$ cat src/rtl/alu_issue_if.sv
`default_nettype none
// ============================================================================
//  Module   : alu_issue_if
//  Purpose  : Upstream (decode input) and downstream (ID/EX output) handshake
//             bundle for the ALU issue stage, including the flush redirect.
//  Revision : 1.0 - initial release
// ============================================================================
interface alu_issue_if #(
  parameter int XLEN = 32
);
  logic            flush;
  logic            in_valid;
  logic            in_ready;
  logic [31:0]     in_instr;
  logic [XLEN-1:0] in_pc;
  logic [XLEN-1:0] in_rs1_data;
  logic [XLEN-1:0] in_rs2_data;
  logic            out_valid;
  logic            out_ready;
  logic [XLEN-1:0] out_in1;
  logic [XLEN-1:0] out_in2;
  logic [3:0]      out_alu_control;
  logic [XLEN-1:0] out_rs2_data;
  logic [4:0]      out_rd;
  logic            out_reg_write;
  logic            out_branch;
  logic [2:0]      out_funct3;
  logic            out_illegal;
  logic [XLEN-1:0] out_pc;

  // Environment side: drives the instruction stream and the execute-stage ready
  modport master (
    output flush, in_valid, in_instr, in_pc, in_rs1_data, in_rs2_data, out_ready,
    input  in_ready, out_valid, out_in1, out_in2, out_alu_control, out_rs2_data,
           out_rd, out_reg_write, out_branch, out_funct3, out_illegal, out_pc
  );

  // Issue stage side
  modport slave (
    input  flush, in_valid, in_instr, in_pc, in_rs1_data, in_rs2_data, out_ready,
    output in_ready, out_valid, out_in1, out_in2, out_alu_control, out_rs2_data,
           out_rd, out_reg_write, out_branch, out_funct3, out_illegal, out_pc
  );
endinterface
`default_nettype wire

$ cat src/rtl/alu_issue_stage.sv
`default_nettype none
// ============================================================================
//  Module   : alu_issue_stage
//  Purpose  : RV32I decode/issue stage. Turns an instruction plus register
//             read data into ALU operands and op code, held in a valid/ready
//             ID/EX register with stall and flush support.
//  Revision : 1.0 - initial release
// ============================================================================
module alu_issue_stage #(
  parameter int          XLEN     = 32,
  parameter logic [31:0] RESET_PC = 32'h0000_0000
) (
  input  logic      clk,
  input  logic      rst_n,
  alu_issue_if.slave bus
);

  localparam logic [6:0] c_op_reg    = 7'b0110011;
  localparam logic [6:0] c_op_imm    = 7'b0010011;
  localparam logic [6:0] c_op_lui    = 7'b0110111;
  localparam logic [6:0] c_op_auipc  = 7'b0010111;
  localparam logic [6:0] c_op_load   = 7'b0000011;
  localparam logic [6:0] c_op_store  = 7'b0100011;
  localparam logic [6:0] c_op_branch = 7'b1100011;

  localparam logic [6:0] c_f7_base = 7'b0000000;
  localparam logic [6:0] c_f7_alt  = 7'b0100000;

  localparam logic [3:0] c_alu_and  = 4'b0000;
  localparam logic [3:0] c_alu_or   = 4'b0001;
  localparam logic [3:0] c_alu_add  = 4'b0010;
  localparam logic [3:0] c_alu_xor  = 4'b0011;
  localparam logic [3:0] c_alu_sll  = 4'b0100;
  localparam logic [3:0] c_alu_srl  = 4'b0101;
  localparam logic [3:0] c_alu_sub  = 4'b0110;
  localparam logic [3:0] c_alu_sra  = 4'b0111;
  localparam logic [3:0] c_alu_slt  = 4'b1000;
  localparam logic [3:0] c_alu_sltu = 4'b1001;

  // Instruction fields
  logic [6:0]      w_opcode;
  logic [2:0]      w_funct3;
  logic [6:0]      w_funct7;
  logic [4:0]      w_rd;
  logic [XLEN-1:0] w_imm_i;
  logic [XLEN-1:0] w_imm_s;
  logic [XLEN-1:0] w_imm_u;
  logic [XLEN-1:0] w_shamt;

  assign w_opcode = bus.in_instr[6:0];
  assign w_rd     = bus.in_instr[11:7];
  assign w_funct3 = bus.in_instr[14:12];
  assign w_funct7 = bus.in_instr[31:25];
  assign w_imm_i  = {{(XLEN-12){bus.in_instr[31]}}, bus.in_instr[31:20]};
  assign w_imm_s  = {{(XLEN-12){bus.in_instr[31]}}, bus.in_instr[31:25], bus.in_instr[11:7]};
  assign w_imm_u  = {bus.in_instr[31:12], 12'b0};
  assign w_shamt  = {{(XLEN-5){1'b0}}, bus.in_instr[24:20]};

  // Decoded next-state values
  logic [XLEN-1:0] w_in1;
  logic [XLEN-1:0] w_in2;
  logic [3:0]      w_alu;
  logic            w_writes;
  logic            w_branch;
  logic            w_illegal;
  logic            w_reg_write;
  logic            w_load;

  // Standard funct3 -> ALU op mapping shared by OP and OP-IMM (funct7 = 0)
  function automatic logic [3:0] base_alu(input logic [2:0] f3);
    case (f3)
      3'b000:  base_alu = c_alu_add;
      3'b001:  base_alu = c_alu_sll;
      3'b010:  base_alu = c_alu_slt;
      3'b011:  base_alu = c_alu_sltu;
      3'b100:  base_alu = c_alu_xor;
      3'b101:  base_alu = c_alu_srl;
      3'b110:  base_alu = c_alu_or;
      default: base_alu = c_alu_and;
    endcase
  endfunction

  // Combinational decode of operands, op code and control flags
  always_comb begin
    w_in1     = '0;
    w_in2     = '0;
    w_alu     = c_alu_add;
    w_writes  = 1'b0;
    w_branch  = 1'b0;
    w_illegal = 1'b0;
    case (w_opcode)
      c_op_reg: begin
        w_in1    = bus.in_rs1_data;
        w_in2    = bus.in_rs2_data;
        w_writes = 1'b1;
        if (w_funct7 == c_f7_base)                         w_alu = base_alu(w_funct3);
        else if (w_funct7 == c_f7_alt && w_funct3 == 3'b000) w_alu = c_alu_sub;
        else if (w_funct7 == c_f7_alt && w_funct3 == 3'b101) w_alu = c_alu_sra;
        else                                                w_illegal = 1'b1;
      end
      c_op_imm: begin
        w_in1    = bus.in_rs1_data;
        w_in2    = w_imm_i;
        w_writes = 1'b1;
        w_alu    = base_alu(w_funct3);
        if (w_funct3 == 3'b001) begin
          w_in2 = w_shamt;
          if (w_funct7 != c_f7_base) w_illegal = 1'b1;
        end else if (w_funct3 == 3'b101) begin
          w_in2 = w_shamt;
          if (w_funct7 == c_f7_alt)       w_alu = c_alu_sra;
          else if (w_funct7 != c_f7_base) w_illegal = 1'b1;
        end
      end
      c_op_lui: begin
        w_in2    = w_imm_u;
        w_writes = 1'b1;
      end
      c_op_auipc: begin
        w_in1    = bus.in_pc;
        w_in2    = w_imm_u;
        w_writes = 1'b1;
      end
      c_op_load: begin
        w_in1    = bus.in_rs1_data;
        w_in2    = w_imm_i;
        w_writes = 1'b1;
      end
      c_op_store: begin
        w_in1 = bus.in_rs1_data;
        w_in2 = w_imm_s;
      end
      c_op_branch: begin
        w_in1    = bus.in_rs1_data;
        w_in2    = bus.in_rs2_data;
        w_branch = 1'b1;
        case (w_funct3)
          3'b000, 3'b001: w_alu = c_alu_sub;   // BEQ/BNE resolved on zero flag
          3'b100, 3'b101: w_alu = c_alu_slt;
          3'b110, 3'b111: w_alu = c_alu_sltu;
          default:        w_illegal = 1'b1;
        endcase
      end
      default: w_illegal = 1'b1;
    endcase
    // An illegal op must not commit architectural side effects downstream
    if (w_illegal) begin
      w_alu    = c_alu_add;
      w_writes = 1'b0;
      w_branch = 1'b0;
    end
  end

  assign w_reg_write  = w_writes && (w_rd != 5'd0);
  assign bus.in_ready = !bus.out_valid || bus.out_ready;
  assign w_load       = bus.in_valid && bus.in_ready && !bus.flush;

  // ID/EX pipeline register: flush beats load, load beats drain, else hold
  always_ff @(posedge clk or negedge rst_n) begin
    if (!rst_n) begin
      bus.out_valid       <= 1'b0;
      bus.out_in1         <= '0;
      bus.out_in2         <= '0;
      bus.out_alu_control <= 4'b0000;
      bus.out_rs2_data    <= '0;
      bus.out_rd          <= 5'd0;
      bus.out_reg_write   <= 1'b0;
      bus.out_branch      <= 1'b0;
      bus.out_funct3      <= 3'b000;
      bus.out_illegal     <= 1'b0;
      bus.out_pc          <= RESET_PC;
    end else if (bus.flush) begin
      bus.out_valid <= 1'b0;
    end else if (w_load) begin
      bus.out_valid       <= 1'b1;
      bus.out_in1         <= w_in1;
      bus.out_in2         <= w_in2;
      bus.out_alu_control <= w_alu;
      bus.out_rs2_data    <= bus.in_rs2_data;
      bus.out_rd          <= w_rd;
      bus.out_reg_write   <= w_reg_write;
      bus.out_branch      <= w_branch;
      bus.out_funct3      <= w_funct3;
      bus.out_illegal     <= w_illegal;
      bus.out_pc          <= bus.in_pc;
    end else if (bus.out_ready) begin
      bus.out_valid <= 1'b0;
    end
  end

endmodule
`default_nettype wire

$ cat src/flat_wrapper.sv
// flat-port wrapper written by rule: the top's interface ports become plain ports
module alu_issue_stage_flat 
#(
  parameter int          XLEN     = 32,
  parameter logic [31:0] RESET_PC = 32'h0000_0000
)
  (clk, rst_n, bus_flush, bus_in_valid, bus_in_instr, bus_in_pc, bus_in_rs1_data, bus_in_rs2_data, bus_out_ready, bus_in_ready, bus_out_valid, bus_out_in1, bus_out_in2, bus_out_alu_control, bus_out_rs2_data, bus_out_rd, bus_out_reg_write, bus_out_branch, bus_out_funct3, bus_out_illegal, bus_out_pc);
  alu_issue_if #(.XLEN(XLEN)) bus_i ();
  input  logic clk;
  input  logic rst_n;
  input wire logic [$bits(bus_i.flush)-1:0] bus_flush;
  input wire logic [$bits(bus_i.in_valid)-1:0] bus_in_valid;
  input wire logic [$bits(bus_i.in_instr)-1:0] bus_in_instr;
  input wire logic [$bits(bus_i.in_pc)-1:0] bus_in_pc;
  input wire logic [$bits(bus_i.in_rs1_data)-1:0] bus_in_rs1_data;
  input wire logic [$bits(bus_i.in_rs2_data)-1:0] bus_in_rs2_data;
  input wire logic [$bits(bus_i.out_ready)-1:0] bus_out_ready;
  output wire logic [$bits(bus_i.in_ready)-1:0] bus_in_ready;
  output wire logic [$bits(bus_i.out_valid)-1:0] bus_out_valid;
  output wire logic [$bits(bus_i.out_in1)-1:0] bus_out_in1;
  output wire logic [$bits(bus_i.out_in2)-1:0] bus_out_in2;
  output wire logic [$bits(bus_i.out_alu_control)-1:0] bus_out_alu_control;
  output wire logic [$bits(bus_i.out_rs2_data)-1:0] bus_out_rs2_data;
  output wire logic [$bits(bus_i.out_rd)-1:0] bus_out_rd;
  output wire logic [$bits(bus_i.out_reg_write)-1:0] bus_out_reg_write;
  output wire logic [$bits(bus_i.out_branch)-1:0] bus_out_branch;
  output wire logic [$bits(bus_i.out_funct3)-1:0] bus_out_funct3;
  output wire logic [$bits(bus_i.out_illegal)-1:0] bus_out_illegal;
  output wire logic [$bits(bus_i.out_pc)-1:0] bus_out_pc;
  assign bus_i.flush = bus_flush;
  assign bus_i.in_valid = bus_in_valid;
  assign bus_i.in_instr = bus_in_instr;
  assign bus_i.in_pc = bus_in_pc;
  assign bus_i.in_rs1_data = bus_in_rs1_data;
  assign bus_i.in_rs2_data = bus_in_rs2_data;
  assign bus_i.out_ready = bus_out_ready;
  assign bus_in_ready = bus_i.in_ready;
  assign bus_out_valid = bus_i.out_valid;
  assign bus_out_in1 = bus_i.out_in1;
  assign bus_out_in2 = bus_i.out_in2;
  assign bus_out_alu_control = bus_i.out_alu_control;
  assign bus_out_rs2_data = bus_i.out_rs2_data;
  assign bus_out_rd = bus_i.out_rd;
  assign bus_out_reg_write = bus_i.out_reg_write;
  assign bus_out_branch = bus_i.out_branch;
  assign bus_out_funct3 = bus_i.out_funct3;
  assign bus_out_illegal = bus_i.out_illegal;
  assign bus_out_pc = bus_i.out_pc;
  alu_issue_stage #(.XLEN(XLEN), .RESET_PC(RESET_PC)) u_core (.clk(clk), .rst_n(rst_n), .bus(bus_i));
endmodule
$ cat config.mk
export PLATFORM = sky130hd
export DESIGN_NAME = alu_issue_stage_flat
export DESIGN_NICKNAME = d
export VERILOG_FILES = /design/src/rtl/alu_issue_if.sv /design/src/rtl/alu_issue_stage.sv /design/src/flat_wrapper.sv
export SDC_FILE = /design/constraint.sdc
export NUM_CORES = 1
export LEC_CHECK = 0
export ABC_AREA = 1
export ABC_CLOCK_PERIOD_IN_PS = 1800
export CORE_MARGIN = 2
export CORE_UTILIZATION = 43
export DETAILED_ROUTE_END_ITERATION = 6
export PLACE_DENSITY = 0.92
export REMOVE_ABC_BUFFERS = 1
export SLEW_MARGIN = 30
export SYNTH_ARGS = -nofsm -noshare
export SYNTH_HDL_FRONTEND = slang
export SYNTH_SLANG_ARGS = --single-unit
$ cat constraint.sdc
create_clock -name clk -period 1.8 [get_ports clk]
set_input_delay 0.36 -clock clk [delete_from_list [all_inputs] [get_ports clk]]
set_output_delay 0.36 -clock clk [all_outputs]
set_load 0.05 [all_outputs]
==> results.cfg <==
[status]
status = finished clean

[pwr]
seq_power_share_pct = 37.1
internal-power_w = 0.00679
combPwrFrac_pct = 25.0
ir_drop_mv = 0.631
p_sw_share_pct = 31.5
p_switching_w = 0.00312
p_per_area_nw_per_um2 = 972
p_leak_nw = 5.32
clock_power_share_pct = 37.9
power_w = 0.00991

[clock_network]
cts_root_buf = clkbuf_16
cts.sinks = 144
cts_tree = done
cts-buffers-inserted = 17
clock_path_buffers = 2
post_cts_buffers = 0
clk_pin_slew_ns = 0.06
insertion_delay_ns = 0.41
htree_levels = 4

[setup_path]
path_class = register to output pin
reg2reg_to = u_core.bus.out_in2[25]
path_max_fanout = 2
crit_path_start_kind = register
r2r_slack_ns = 0.26
cp.required_ns = 1.44
worstPathArrival_ns = 1.32
endpoint_kind = output pin
r2r_cells = 8
reg2reg_from = u_core.bus.out_valid

[placement]
io_buffers = 277
routabilityCongestion = 0.906
place_inst = 1295
dp_hpwl_mm = 16.8

[timing]
relSlewSlack_pct = 68.8
maxSlewViolCount = 0
finalCritPeriodShare_pct = 93.3
final.setup_skew_ns = 0.00369
post-route-min-period_ns = 1.68
max_freq_mhz = 595
tightest_slew_ns = 0.468
rsz0062_at_grt = false
hold_viol = 0
setup_viol = 0

[die]
dieArea_um2 = 16000
die_x_um = 127
coreArea_um2 = 14600
start_util_pct = 44.3
fp.dieH_um = 127
num_rows = 44
ios = 278

[job]
drv_cap = 0

[yosys]
seq_area_frac_synth_pct = 55.8
postSynthCellCount = 810
ys_ff_latch = 144
synth_area_per_cell_um2 = 7.97
yosysTopAreaCell = dfrtp_1
ys.warnings.count = 0
synth_top_area_share_pct = 55.8
netlist_area_um2 = 6460
synth.distinct_cells = 26
synth_area_leaders = dfrtp_1 (56%), nand2_1 (24%), nand3_1 (5.2%)

[route]
ant_nets = 0
routedWlPerCell_um = 16.6
firstDrtPassIters = 5
routed_via_density = 5.05
drc = 0
wl_mm = 22.0
drt_iter0_drc = 469
vias = 6702

[worst_hold_path]
hp-class = input port to asynchronous set/reset pin

[finish]
final_common_cell = nand2_1
regArea_um2 = 3600
final_cell_mix = nand2_1 (421), buf_4 (198), dfrtp_1 (144)
multi_input_area_um2 = 2520
n_fill_cell = 1136
drive_gt1_share_pct = 22.1
fin_util_pct = 69.9
antenna_cells = 0
syn_to_final_growth_pct = 57.9
fin_cells = 1328
final_nets = 1264

[global_routing]
grt_max_degree = 47
grt_antenna_before_repair = 0
grt_pass1_vias = 6810
overflow = 0
grt_pass1_wl_mm = 35.5
grt.total_usage_pct = 27.9
[worst max-delay path by stage]
stage | to | from
final | bus_in_ready | u_core.bus.out_valid
after global routing | u_core.bus.out_reg_write | bus_in_instr[31]
after CTS | bus_in_ready | u_core.bus.out_valid
after detailed placement | u_core.bus.out_in2[25] | bus_in_instr[4]
after global placement | u_core.bus.out_reg_write | bus_in_instr[13]
after floorplan | u_core.bus.out_funct3[0] | u_core.bus.out_valid
[power by group through the flow]
stage / combinational (W) / clock [W] / sequential (W)
detailed placement: 0.00248 / 0 / 0.00373
finish: 0.00248 / 0.00376 / 0.00368
global placement: 0.00244 / 0 / 0.00371
global route: 0.00261 / 0.00398 / 0.00371
floorplan: 0.000360 / 0 / 0.00470
CTS: 0.00249 / 0.00381 / 0.00368
[worst max-delay path: stages, from the launching register on]
cell and delay [ns]:
dfrtp_1 0.35, inv_1 0.04, nor2_1 0.21, inv_1 0.10, buf_4 0.20
[routing by layer]
| metal | up-vias | track usage (%) | wire [µm] |
|---|---|---|---|
| met3 | 70 | 4.98 | 1230 |
| met5 | - | 0 | 0 |
| li1 | 3209 | - | - |
| met2 | 283 | 46.8 | 10900 |
| met4 | 0 | 13.4 | 954 |
| met1 | 3140 | 34.9 | 8960 |
[what timing repair did]
| item | 4_1_cts | 5_1_grt |
|---|---|---|
| endpoints found under the hold margin | 41 | 0 |
| hold buffers | 1 | 0 |
| resized for setup | 0 | 0 |
[synth_stat cells]
cell type and n:
nor2_1 22, xor2_1 1, nor4_1 1, nor3_1 3
nand3b_1 1, dfrtp_1 144, buf_1 4, o22ai_1 1
nand2_1 421, clkbuf_1 17, o21ai_2 1, nor2_2 1
nor2_4 2, a21oi_1 6, o21bai_1 1, nand2_2 1
buf_6 2, nand4_1 1, nand3_1 67, nand3_2 1
inv_1 34, o211ai_1 35, inv_2 4, buf_2 18
o21ai_0 20, nor3_4 1
[cell families after synthesis]
family | share of synthesized area [%]
XOR/XNOR | 0.136
AND/OR/NAND/NOR | 32.4
AO/OA/AOI/OAI | 6.43
flip-flops | 55.8
buffers and inverters | 5.17
[layout make-up]
cell class | count | share of cell area [%]
multi-input cells | 587 | 24.8
well taps | 184 | 2.26
inverters | 38 | 1.42
clock inverters | 9 | 1.52
repair buffers | 343 | 30.0
flip-flops and latches | 144 | 35.3
clock buffers | 23 | 4.69
[sequential cells by signal, indices dropped and copies added, names as in the netlist]
name,cells
u_core.bus.out_illegal,1
u_core.bus.out_valid,1
u_core.bus.out_pc,32
u_core.bus.out_rs2_data,32
u_core.bus.out_branch,1
u_core.bus.out_reg_write,1
u_core.bus.out_in2,32
u_core.bus.out_funct3,3
u_core.bus.out_rd,5
u_core.bus.out_alu_control,4
u_core.bus.out_in1,32
[through the flow]
step | worst slack, ns | hold WS (ns) | setup TNS (ns) | area (µm²)
after floorplan | -3.23 | 0.0644 | -447.34 | 6260
after global placement | -0.112 | 0.313 | -4.86 | 9550
after detailed placement | -0.201 | 0.324 | -9.61 | 9550
after CTS | 0.119 | 0.452 | 0 | 10200
after global routing | 0.0499 | 0.479 | 0 | 10200
final | 0.120 | 0.445 | 0 | 10200
No activity file was read; power rests on OpenSTA's default activity.
